`src/rtl/decode_stage_if.sv`:
```
// Fetch-to-decode, writeback and decode/execute latch signals of the decode stage.
// The slave modport is the decode stage; the master modport is whoever drives it.
interface decode_stage_if;
    logic [31:0] instr_in;
    logic [31:0] pc_in;
    logic [31:0] pc_step_in;
    logic        jump_taken;
    logic        stall;
    logic        wb_en;
    logic [4:0]  wb_rd;
    logic [31:0] wb_data;
    logic [31:0] rs1_data;
    logic [31:0] rs2_data;
    logic [31:0] imm;
    logic [4:0]  rd;
    logic [31:0] pc_out;
    logic [31:0] pc_step_out;
    logic [31:0] instr_out;
    logic        en_uncond_jmp;
    logic        en_rel_reg_jmp;
    logic        en_branch;
    logic        mem_rd;
    logic        mem_wr;
    logic        reg_wr;
    logic        hazard_stall;

    modport master (
        output instr_in, pc_in, pc_step_in, jump_taken, stall, wb_en, wb_rd, wb_data,
        input  rs1_data, rs2_data, imm, rd, pc_out, pc_step_out, instr_out,
               en_uncond_jmp, en_rel_reg_jmp, en_branch, mem_rd, mem_wr, reg_wr,
               hazard_stall
    );

    modport slave (
        input  instr_in, pc_in, pc_step_in, jump_taken, stall, wb_en, wb_rd, wb_data,
        output rs1_data, rs2_data, imm, rd, pc_out, pc_step_out, instr_out,
               en_uncond_jmp, en_rel_reg_jmp, en_branch, mem_rd, mem_wr, reg_wr,
               hazard_stall
    );
endinterface

```
`src/rtl/decode_stage.sv`:
```
// RV32I decode stage: register file, immediate/control decode, decode/execute latch,
// load-use hazard detection. Define DECODE_WB_BYPASS_EN for same-cycle writeback bypass.
module decode_stage #(
    parameter logic [31:0] NOP_INSTR = 32'h0000_0013,
    parameter int          RF_DEPTH  = 32
) (
    input logic          clk,
    input logic          rst,
    decode_stage_if.slave bus
);

    typedef enum logic [6:0] {
        OP_LOAD   = 7'b0000011,
        OP_IMM    = 7'b0010011,
        OP_JALR   = 7'b1100111,
        OP_STORE  = 7'b0100011,
        OP_BRANCH = 7'b1100011,
        OP_LUI    = 7'b0110111,
        OP_AUIPC  = 7'b0010111,
        OP_JAL    = 7'b1101111,
        OP_REG    = 7'b0110011
    } opcode_e;

    typedef struct packed {
        logic [31:0] instr;
        logic [31:0] rs1_data;
        logic [31:0] rs2_data;
        logic [31:0] imm;
        logic [31:0] pc;
        logic [31:0] pc_step;
        logic [4:0]  rd;
        logic        en_uncond_jmp;
        logic        en_rel_reg_jmp;
        logic        en_branch;
        logic        mem_rd;
        logic        mem_wr;
        logic        reg_wr;
    } dx_t;

    localparam dx_t BUBBLE = '{instr: NOP_INSTR, default: '0};

    logic [31:0] rf [RF_DEPTH];
    logic [31:0] instr;
    logic [6:0]  opcode;
    logic [4:0]  rs1_idx;
    logic [4:0]  rs2_idx;
    logic        byp1;
    logic        byp2;
    logic        uses_rs1;
    logic        uses_rs2;
    logic        writes_rd;
    dx_t         dec;
    dx_t         q;

    assign instr   = bus.instr_in;
    assign opcode  = instr[6:0];
    assign rs1_idx = instr[19:15];
    assign rs2_idx = instr[24:20];

`ifdef DECODE_WB_BYPASS_EN
    assign byp1 = bus.wb_en && (bus.wb_rd != 5'd0) && (bus.wb_rd == rs1_idx);
    assign byp2 = bus.wb_en && (bus.wb_rd != 5'd0) && (bus.wb_rd == rs2_idx);
`else
    assign byp1 = 1'b0;
    assign byp2 = 1'b0;
`endif

    // Writeback ignores stall so a load returning under a cache stall is not lost.
    always_ff @(posedge clk or negedge rst) begin
        if (!rst) begin
            // NOTE: the register file is architecturally cleared on reset, so it is a
            // flop array with a reset loop rather than an inferred RAM.
            for (int i = 0; i < RF_DEPTH; i++) rf[i] <= '0;
        end else if (bus.wb_en && (bus.wb_rd != 5'd0)) begin
            rf[bus.wb_rd] <= bus.wb_data;
        end
    end

    always_comb begin
        // NOTE: every output of this block gets a default first so no path infers a latch.
        dec         = '0;
        dec.instr   = instr;
        dec.pc      = bus.pc_in;
        dec.pc_step = bus.pc_step_in;
        uses_rs1    = 1'b0;
        uses_rs2    = 1'b0;
        writes_rd   = 1'b0;
        dec.rs1_data = (rs1_idx == 5'd0) ? '0 : (byp1 ? bus.wb_data : rf[rs1_idx]);
        dec.rs2_data = (rs2_idx == 5'd0) ? '0 : (byp2 ? bus.wb_data : rf[rs2_idx]);
        case (opcode)
            OP_LOAD: begin
                dec.imm    = {{20{instr[31]}}, instr[31:20]};
                dec.mem_rd = 1'b1;
                uses_rs1   = 1'b1;
                writes_rd  = 1'b1;
            end
            OP_IMM: begin
                dec.imm   = {{20{instr[31]}}, instr[31:20]};
                uses_rs1  = 1'b1;
                writes_rd = 1'b1;
            end
            OP_JALR: begin
                dec.imm            = {{20{instr[31]}}, instr[31:20]};
                dec.en_rel_reg_jmp = 1'b1;
                uses_rs1           = 1'b1;
                writes_rd          = 1'b1;
            end
            OP_STORE: begin
                dec.imm    = {{20{instr[31]}}, instr[31:25], instr[11:7]};
                dec.mem_wr = 1'b1;
                uses_rs1   = 1'b1;
                uses_rs2   = 1'b1;
            end
            OP_BRANCH: begin
                dec.imm       = {{20{instr[31]}}, instr[7], instr[30:25], instr[11:8], 1'b0};
                dec.en_branch = 1'b1;
                uses_rs1      = 1'b1;
                uses_rs2      = 1'b1;
            end
            OP_LUI, OP_AUIPC: begin
                dec.imm   = {instr[31:12], 12'b0};
                writes_rd = 1'b1;
            end
            OP_JAL: begin
                dec.imm           = {{12{instr[31]}}, instr[19:12], instr[20], instr[30:21], 1'b0};
                dec.en_uncond_jmp = 1'b1;
                writes_rd         = 1'b1;
            end
            OP_REG: begin
                uses_rs1  = 1'b1;
                uses_rs2  = 1'b1;
                writes_rd = 1'b1;
            end
            default: ;
        endcase
        dec.rd     = writes_rd ? instr[11:7] : 5'd0;
        dec.reg_wr = writes_rd && (instr[11:7] != 5'd0);
    end

    // A load now in the latch cannot deliver its data to the instruction behind it.
    assign bus.hazard_stall = q.mem_rd && (q.rd != 5'd0) &&
                              (((q.rd == rs1_idx) && uses_rs1) || ((q.rd == rs2_idx) && uses_rs2));

    always_ff @(posedge clk or negedge rst) begin
        if (!rst) begin
            q <= BUBBLE;
        end else if (!bus.stall) begin
            if (bus.jump_taken || bus.hazard_stall) q <= BUBBLE;
            else                                   q <= dec;
        end
    end

    assign bus.instr_out      = q.instr;
    assign bus.rs1_data       = q.rs1_data;
    assign bus.rs2_data       = q.rs2_data;
    assign bus.imm            = q.imm;
    assign bus.pc_out         = q.pc;
    assign bus.pc_step_out    = q.pc_step;
    assign bus.rd             = q.rd;
    assign bus.en_uncond_jmp  = q.en_uncond_jmp;
    assign bus.en_rel_reg_jmp = q.en_rel_reg_jmp;
    assign bus.en_branch      = q.en_branch;
    assign bus.mem_rd         = q.mem_rd;
    assign bus.mem_wr         = q.mem_wr;
    assign bus.reg_wr         = q.reg_wr;

endmodule

```
`src/flat_wrapper.sv`:
```
// flat-port wrapper written by rule: the top's interface ports become plain ports
module decode_stage_flat 
#(
    parameter logic [31:0] NOP_INSTR = 32'h0000_0013,
    parameter int          RF_DEPTH  = 32
)
  (clk, rst, bus_instr_in, bus_pc_in, bus_pc_step_in, bus_jump_taken, bus_stall, bus_wb_en, bus_wb_rd, bus_wb_data, bus_rs1_data, bus_rs2_data, bus_imm, bus_rd, bus_pc_out, bus_pc_step_out, bus_instr_out, bus_en_uncond_jmp, bus_en_rel_reg_jmp, bus_en_branch, bus_mem_rd, bus_mem_wr, bus_reg_wr, bus_hazard_stall);
  decode_stage_if bus_i ();
  input logic clk;
  input logic rst;
  input wire logic [$bits(bus_i.instr_in)-1:0] bus_instr_in;
  input wire logic [$bits(bus_i.pc_in)-1:0] bus_pc_in;
  input wire logic [$bits(bus_i.pc_step_in)-1:0] bus_pc_step_in;
  input wire logic [$bits(bus_i.jump_taken)-1:0] bus_jump_taken;
  input wire logic [$bits(bus_i.stall)-1:0] bus_stall;
  input wire logic [$bits(bus_i.wb_en)-1:0] bus_wb_en;
  input wire logic [$bits(bus_i.wb_rd)-1:0] bus_wb_rd;
  input wire logic [$bits(bus_i.wb_data)-1:0] bus_wb_data;
  output wire logic [$bits(bus_i.rs1_data)-1:0] bus_rs1_data;
  output wire logic [$bits(bus_i.rs2_data)-1:0] bus_rs2_data;
  output wire logic [$bits(bus_i.imm)-1:0] bus_imm;
  output wire logic [$bits(bus_i.rd)-1:0] bus_rd;
  output wire logic [$bits(bus_i.pc_out)-1:0] bus_pc_out;
  output wire logic [$bits(bus_i.pc_step_out)-1:0] bus_pc_step_out;
  output wire logic [$bits(bus_i.instr_out)-1:0] bus_instr_out;
  output wire logic [$bits(bus_i.en_uncond_jmp)-1:0] bus_en_uncond_jmp;
  output wire logic [$bits(bus_i.en_rel_reg_jmp)-1:0] bus_en_rel_reg_jmp;
  output wire logic [$bits(bus_i.en_branch)-1:0] bus_en_branch;
  output wire logic [$bits(bus_i.mem_rd)-1:0] bus_mem_rd;
  output wire logic [$bits(bus_i.mem_wr)-1:0] bus_mem_wr;
  output wire logic [$bits(bus_i.reg_wr)-1:0] bus_reg_wr;
  output wire logic [$bits(bus_i.hazard_stall)-1:0] bus_hazard_stall;
  assign bus_i.instr_in = bus_instr_in;
  assign bus_i.pc_in = bus_pc_in;
  assign bus_i.pc_step_in = bus_pc_step_in;
  assign bus_i.jump_taken = bus_jump_taken;
  assign bus_i.stall = bus_stall;
  assign bus_i.wb_en = bus_wb_en;
  assign bus_i.wb_rd = bus_wb_rd;
  assign bus_i.wb_data = bus_wb_data;
  assign bus_rs1_data = bus_i.rs1_data;
  assign bus_rs2_data = bus_i.rs2_data;
  assign bus_imm = bus_i.imm;
  assign bus_rd = bus_i.rd;
  assign bus_pc_out = bus_i.pc_out;
  assign bus_pc_step_out = bus_i.pc_step_out;
  assign bus_instr_out = bus_i.instr_out;
  assign bus_en_uncond_jmp = bus_i.en_uncond_jmp;
  assign bus_en_rel_reg_jmp = bus_i.en_rel_reg_jmp;
  assign bus_en_branch = bus_i.en_branch;
  assign bus_mem_rd = bus_i.mem_rd;
  assign bus_mem_wr = bus_i.mem_wr;
  assign bus_reg_wr = bus_i.reg_wr;
  assign bus_hazard_stall = bus_i.hazard_stall;
  decode_stage #(.NOP_INSTR(NOP_INSTR), .RF_DEPTH(RF_DEPTH)) u_core (.clk(clk), .rst(rst), .bus(bus_i));
endmodule
```
`config.mk`:
```
export PLATFORM = sky130hd
export DESIGN_NAME = decode_stage_flat
export DESIGN_NICKNAME = d
export VERILOG_FILES = /design/src/rtl/decode_stage_if.sv /design/src/rtl/decode_stage.sv /design/src/flat_wrapper.sv
export SDC_FILE = /design/constraint.sdc
export NUM_CORES = 2
export LEC_CHECK = 0
export ABC_AREA = 1
export CAP_MARGIN = 20
export CORE_MARGIN = 2
export CORE_UTILIZATION = 35
export DETAILED_ROUTE_END_ITERATION = 12
export HOLD_SLACK_MARGIN = 0.03
export SLEW_MARGIN = 30
export SYNTH_ARGS = -nofsm -noshare
export SYNTH_HDL_FRONTEND = slang
export SYNTH_SLANG_ARGS = --single-unit
```
`constraint.sdc`:
```
create_clock -name clk -period 1.6 [get_ports clk]
set_clock_uncertainty 0.05 [all_clocks]
set_input_delay 0.32 -clock clk [delete_from_list [all_inputs] [get_ports clk]]
set_output_delay 0.32 -clock clk [all_outputs]
set_load 0.05 [all_outputs]
```
# --- Word level (Yosys, flattened, before mapping) ---
# Cells that the tools add are included.
totals:
  register_bits: 1227
  input_bits: 138
  elab_cells: 104
op_classes:
  magnitude_cmp: 4
  eq_ne: 11
  mux: 22
  n_bitwise: 3
  reduce_logical: 19
op_table:
  columns: ["op", "count"]
  rows:
  - ["bitwise mux 1024 bit", 1]
  - ["binary-select mux 32 bit (select 5 bit)", 2]
  - ["2-to-1 mux 32 bit", 7]
  - ["2-to-1 mux 203 bit", 1]
  - ["demux 32 bit (select 5 bit)", 1]
  - ["one-hot mux 32 bit (5 select lines)", 1]
  - ["== test 7 x 6 -> 1 bit (second input constant)", 3]
  - ["== test 7 bit (second input constant)", 3]
  - [">= comparator 6 bit (second input constant)", 3]
  - ["NOT 5 -> 6 bit", 3]
  - ["nonzero test 5 bit", 3]
  - ["== test 7 x 5 -> 1 bit (second input constant)", 2]
  - ["== test 5 bit", 2]
  - ["zero test 5 bit", 2]
  - ["2-to-1 mux 1 bit", 8]
  - ["== test 7 x 2 -> 1 bit (second input constant)", 1]
  - ["logical AND 1 bit", 7]
  - ["OR reduction 7 bit", 1]
  - ["< comparator 6 x 1 -> 1 bit (second input constant)", 1]
  - ["OR reduction 3 bit", 2]
  - ["OR reduction 6 bit", 1]
  - ["2-to-1 mux 5 bit", 1]
  - ["logical OR 1 bit", 2]
  - ["OR reduction 2 bit", 1]

# --- Depth between registers and ports, before layout ---
depth:
  depth_word: 8
  mapped_depth: 15

# --- Worst setup path before layout ---
# No wires, ideal clock.
synth_path:
  kind: "register -> register"
  startpoint: "reg u_core.q, in the netlist u_core.bus.rd[1]"
  endpoint: "reg u_core.q, in the netlist u_core.bus.pc_step_out[21]"
  setup_ps: 127
  arrival_ps: 1824
  required_ps: 1423
  slack_ps: -402
  stages_incl_launch_ff: 14
  path_buffers: 2
  period_less_slack_ps: 2002
  path_cell_list: "dfrtp_1 > inv_1 > nand2_1 > nand2_1 > inv_1 > nand2_1 > nor2_1 > nand3_1 > nand2_1 > nand2_1 > nand2_2 > buf_2 > buf_2 > o21ai_0"
synth_via:
  elab_chain_len: 6
  word_cells_on_any_way: 10
  cone_classes: "eq/ne: 2; mux: 1; reduce/logical: 7"
synth_lines:
  columns: ["element", "line_no", "text"]
  rows:
  - ["start: declaration", "decode_stage.sv:53", "dx_t q;"]
  - ["start signal: assignment", "decode_stage.sv:146", "q <= BUBBLE;"]
  - ["start signal: assignment", "decode_stage.sv:148", "if (bus.jump_taken || bus.hazard_stall) q <= BUBBLE;"]
  - ["start signal: assignment", "decode_stage.sv:149", "else q <= dec;"]
  - ["== test 5 bit", "decode_stage.sv:142", "(((q.rd == rs1_idx) && uses_rs1) || ((q.rd == rs2_idx) && uses_rs2));"]
  - ["logical AND 1 bit", "decode_stage.sv:142", null]
  - ["logical OR 1 bit", "decode_stage.sv:142", null]
  - ["logical AND 1 bit *", "decode_stage.sv:141", "assign bus.hazard_stall = q.mem_rd && (q.rd != 5'd0) &&"]
  - ["logical OR 1 bit *", "decode_stage.sv:148", null]
  - ["2-to-1 mux 203 bit *", "decode_stage.sv:148", null]
# Every way passes the cells marked *; elsewhere a longest branch is shown, timed or not.
# A chain may end at the register's enable or synchronous reset.

# --- Worst setup path in the final report ---
layout_path:
  startpoint: "reg u_core.q, in the netlist u_core.bus.rd[1]"
  endpoint: "out bus_hazard_stall"
layout_via:
  elab_chain_len: 4
  word_cells_on_any_way: 8
  cone_classes: "eq/ne: 2; reduce/logical: 6"
layout_lines:
  columns: ["element", "line_no", "text"]
  rows:
  - ["== test 5 bit", "decode_stage.sv:142", null]
  - ["logical AND 1 bit", "decode_stage.sv:142", null]
  - ["logical OR 1 bit", "decode_stage.sv:142", null]
  - ["logical AND 1 bit *", "decode_stage.sv:141", null]
  - ["end: declaration", "flat_wrapper.sv:32", "output wire logic [$bits(bus_i.hazard_stall)-1:0] bus_hazard_stall;"]
# Marked as above.

==> impl_results.md <==
- Post-detail-place hpwl: 189.4 mm
- TritonCTS clock tree: yes
- Routed length per placed instance: 22.42 um
- Vias per cell: 5.437
- Vias: 68280
- GP Congestion: 0.9287
- Peak supply drop: 1.213 mV
- Rows: 159
- Failing checks: setup timing
- Maximum clock path buffer count: 3
- Yosys reg bits: 1227
- Tcrit/Tclk final: 1.513
- Reg power frac: 0.411
- Die Wd: 439.0 um
- Leakage: 42.27 nW
- Number of synthesized flops with an enable pin: 0
- Htree depth: 4
- Clock power share: 0.354
- Hold/Removal Path Class: input port to flop
- Primary FF master, synth: dfrtp_1
- Die height: 439.0 um
- Number of global-route vias before repair: 65020
- Critical path class: flop to output pin
- Fillcell total: 18110
- Max Cap Viol: 0
- RSZ-0062 raised after global routing: yes
- Critical Path AT: 2.05 ns
- Cts bufs inserted: 139
- Worst-margin pin slew: 0.6869 ns
- Warnings, synthesis: 0
- Total power: 96.73 mW
- Final nets: 10090
- Slew Limit Fails: 0
- Cell Int Power: 65.89 mW
- Sequential share of the synthesized area: 0.4637
- DRT Wirelength: 281.6 mm
- Max-slew headroom: 0.5416
- Asr flop ratio synth: 1.000
- Syn Inst Count: 9329
- Core area: 0.1878 mm2
- Root buf cell: clkbuf_16
- CP startpoint kind: flop
- Drt first pass iters: 6
- Post-Syn Area: 0.06622 mm2
- Area Growth Syn to Fin: 32.84%
- Total Routing Usage GR: 0.2860
- Global-route wire length before repair: 418.9 mm
- Switching Fraction: 0.3188
- Initial Utilization: 0.3526
- Sw power: 30.84 mW
- Power Density: 1100 mW/mm2
- Status: complete, but fails checks
- Worst Slack Setup Final: -0.8211 ns
- Period minus WS final: 2.421 ns
- Die Area: 0.1927 mm2
- Largest net degree at the start of global routing: 79
- Max Fanout on Critical Path: 4
- Skew-Pair Late Insertion Delay: 0.81 ns
- Final ANT Viol Nets: 0
- Global route total overflow: 0
- Post-synth cell types: 30
- IO buf count: 341
- Setup TNS: -102.07 ns
- Avg Cell Area, Syn: 7.098 um2
- CTS sink count: 1227
- Worst setup EP type: output pin
- Synthesized net count: 9467
- Share of cells above drive strength 1: 0.1480
- I/O Pins: 342
- CP required: 1.23 ns
- DR iter-0 viols: 8258
- Power share of the combinational group: 0.235
- Clock-pin slew on the worst setup and hold paths: 0.06 ns
- Final Setup Violations: 548
- Post-route DRC: 0
- Fin. Hold Viols: 0
- Fmax: 413.0 MHz
- Antenna violations before repair: 12
==> registers in the layout, indices dropped and copies added (netlist names) <==
name                       flops
u_core.bus.en_branch           1
u_core.bus.en_rel_reg_jmp      1
u_core.bus.en_uncond_jmp       1
u_core.bus.imm                32
u_core.bus.instr_out          32
u_core.bus.mem_rd              1
u_core.bus.mem_wr              1
u_core.bus.pc_out             32
u_core.bus.pc_step_out        32
u_core.bus.rd                  5
u_core.bus.reg_wr              1
u_core.bus.rs1_data           32
u_core.bus.rs2_data           32
u_core.rf                   1024
==> cell usage after synthesis, types with 5 or more instances <==
| master | n | area (um2) |
|---|---|---|
| nand3_1 | 747 | 3739 |
| nand2_1 | 3148 | 11820 |
| o21ai_1 | 53 | 265.3 |
| nor3_1 | 9 | 45.04 |
| inv_1 | 846 | 3176 |
| o21ai_0 | 1363 | 6822 |
| buf_4 | 15 | 112.6 |
| buf_1 | 68 | 255.2 |
| dfrtp_1 | 1224 | 30630 |
| nor2_2 | 9 | 56.30 |
| nand2_2 | 5 | 31.28 |
| inv_2 | 7 | 26.28 |
| o211ai_1 | 406 | 3048 |
| a21oi_1 | 385 | 1927 |
| nor2_1 | 330 | 1239 |
| clkbuf_1 | 533 | 2001 |
| buf_2 | 160 | 800.8 |
==> cells by family after synthesis <==
family | share of synthesized area
DFF | 0.4637
xor gates and xnor gates | 0.0003969
AOI/OAI and AO/OA | 0.1828
and+or+nand+nor | 0.2568
buffers and inverters | 0.09627
==> power groups by stage <==
stage / Combinational [mW] / Clock (mW) / Sequential, mW
2_1_floorplan: 11.7 / 0 / 40.3
3_3_place_gp: 21.3 / 0 / 39.9
3_5_place_dp: 21.9 / 0 / 40.1
4_1_cts: 22.3 / 34.6 / 39.6
5_1_grt: 25.2 / 35.8 / 40.3
6_report: 22.7 / 34.3 / 39.8
==> final cells by class <==
cell class              count  area, um2  area share
flip-flops and latches   1227      30740      0.3495
multi-input cells        6473      29720      0.3378
repair buffers           1253      16300      0.1853
clock buffers             206       4243     0.04823
inverters                 854       3232     0.03674
well taps                2495       3122     0.03549
clock inverters            46      599.3    0.006813
diodes                      4      10.01   0.0001138
==> layout by cell type (no fill, tap or decap), drive strengths merged <==
cell           count
a21oi            386
a41oi              1
buf             1074
bufinv            13
clkbuf           212
clkdlybuf4s50    123
clkinv            29
clkinvlp           5
dfrtp           1224
dfstp              3
diode              4
dlygate4sd2        1
dlygate4sd3       48
dlymetal6s2s       1
inv              853
nand2           3154
nand3            747
nand3b             1
nand4              1
nor2             339
nor3              12
nor4               1
o211ai           406
o21ai           1416
o21bai             3
o22ai              1
or2                2
xnor2              1
xor2               2
==> worst max-delay path: stages, from the launching register on <==
cell and delay, ns:
dfrtp_2 0.44, inv_2 0.08, nand2_1 0.05, nand2_1 0.05, inv_1 0.04, nand2_1 0.05, nor2_1 0.04, nand3_1 0.08
nand2_2 0.08, nand2_4 0.09, clkinvlp_4 0.10, buf_12 0.15
==> per-layer routing <==
| layer | vias up | wire (um) | track usage |
|---|---|---|---|
| met3 | 763 | 27540 | 0.05762 |
| met5 | - | 81 | 0 |
| met1 | 32580 | 110600 | 0.3661 |
| met4 | 12 | 17280 | 0.1598 |
| li1 | 31340 | - | - |
| met2 | 3588 | 126100 | 0.4513 |
==> metrics by stage <==
| step | instance area (um2) | hold slack (ns) | cells | setup slack [ns] | utilization |
|---|---|---|---|---|---|
| after floorplan | 66700 | -0.02559 | 9329 | -0.09061 | - |
| after global placement | 81190 | 0.1823 | 12170 | -1.066 | 0.4323 |
| after detailed placement | 81190 | 0.1823 | 12170 | -1.088 | 0.4323 |
| after CTS | 87370 | 0.03021 | 12540 | -0.8399 | 0.4652 |
| after global routing | 87960 | 0.05290 | 12560 | -0.8905 | 0.4684 |
| final | 87970 | 0.04683 | 12560 | -0.8211 | 0.4684 |
==> worst paths after layout <==
kind	startpoint	to	slack [ns]	cells past startpoint
worst max-delay path	u_core.bus.rd[1]	bus_hazard_stall	-0.82	11
worst min-delay path	bus_pc_step_in[19]	u_core.bus.pc_step_out[19]	0.05	3
worst max register to register	u_core.bus.rd[1]	u_core.bus.rs1_data[24]	-0.43	15
worst min register to register	u_core.rf[1003]	u_core.rf[1003]	0.33	0
max in group asynchronous	rst	u_core.rf[523]	0.12	3
min in group asynchronous	rst	u_core.bus.rs2_data[8]	0.30	3
==> timing repair <==
| action | in CTS | in global routing |
|---|---|---|
| endpoints found under the setup margin | 432 | 650 |
| resized for setup | 58 | 173 |
| cloned | 9 | 6 |
| pin swaps | 7 | 26 |
| setup buffers | 63 | 7 |
| hold endpoints to repair | 1251 | 0 |
| hold buffers | 48 | 0 |
Note: power is estimated with default switching activity, not from simulation.
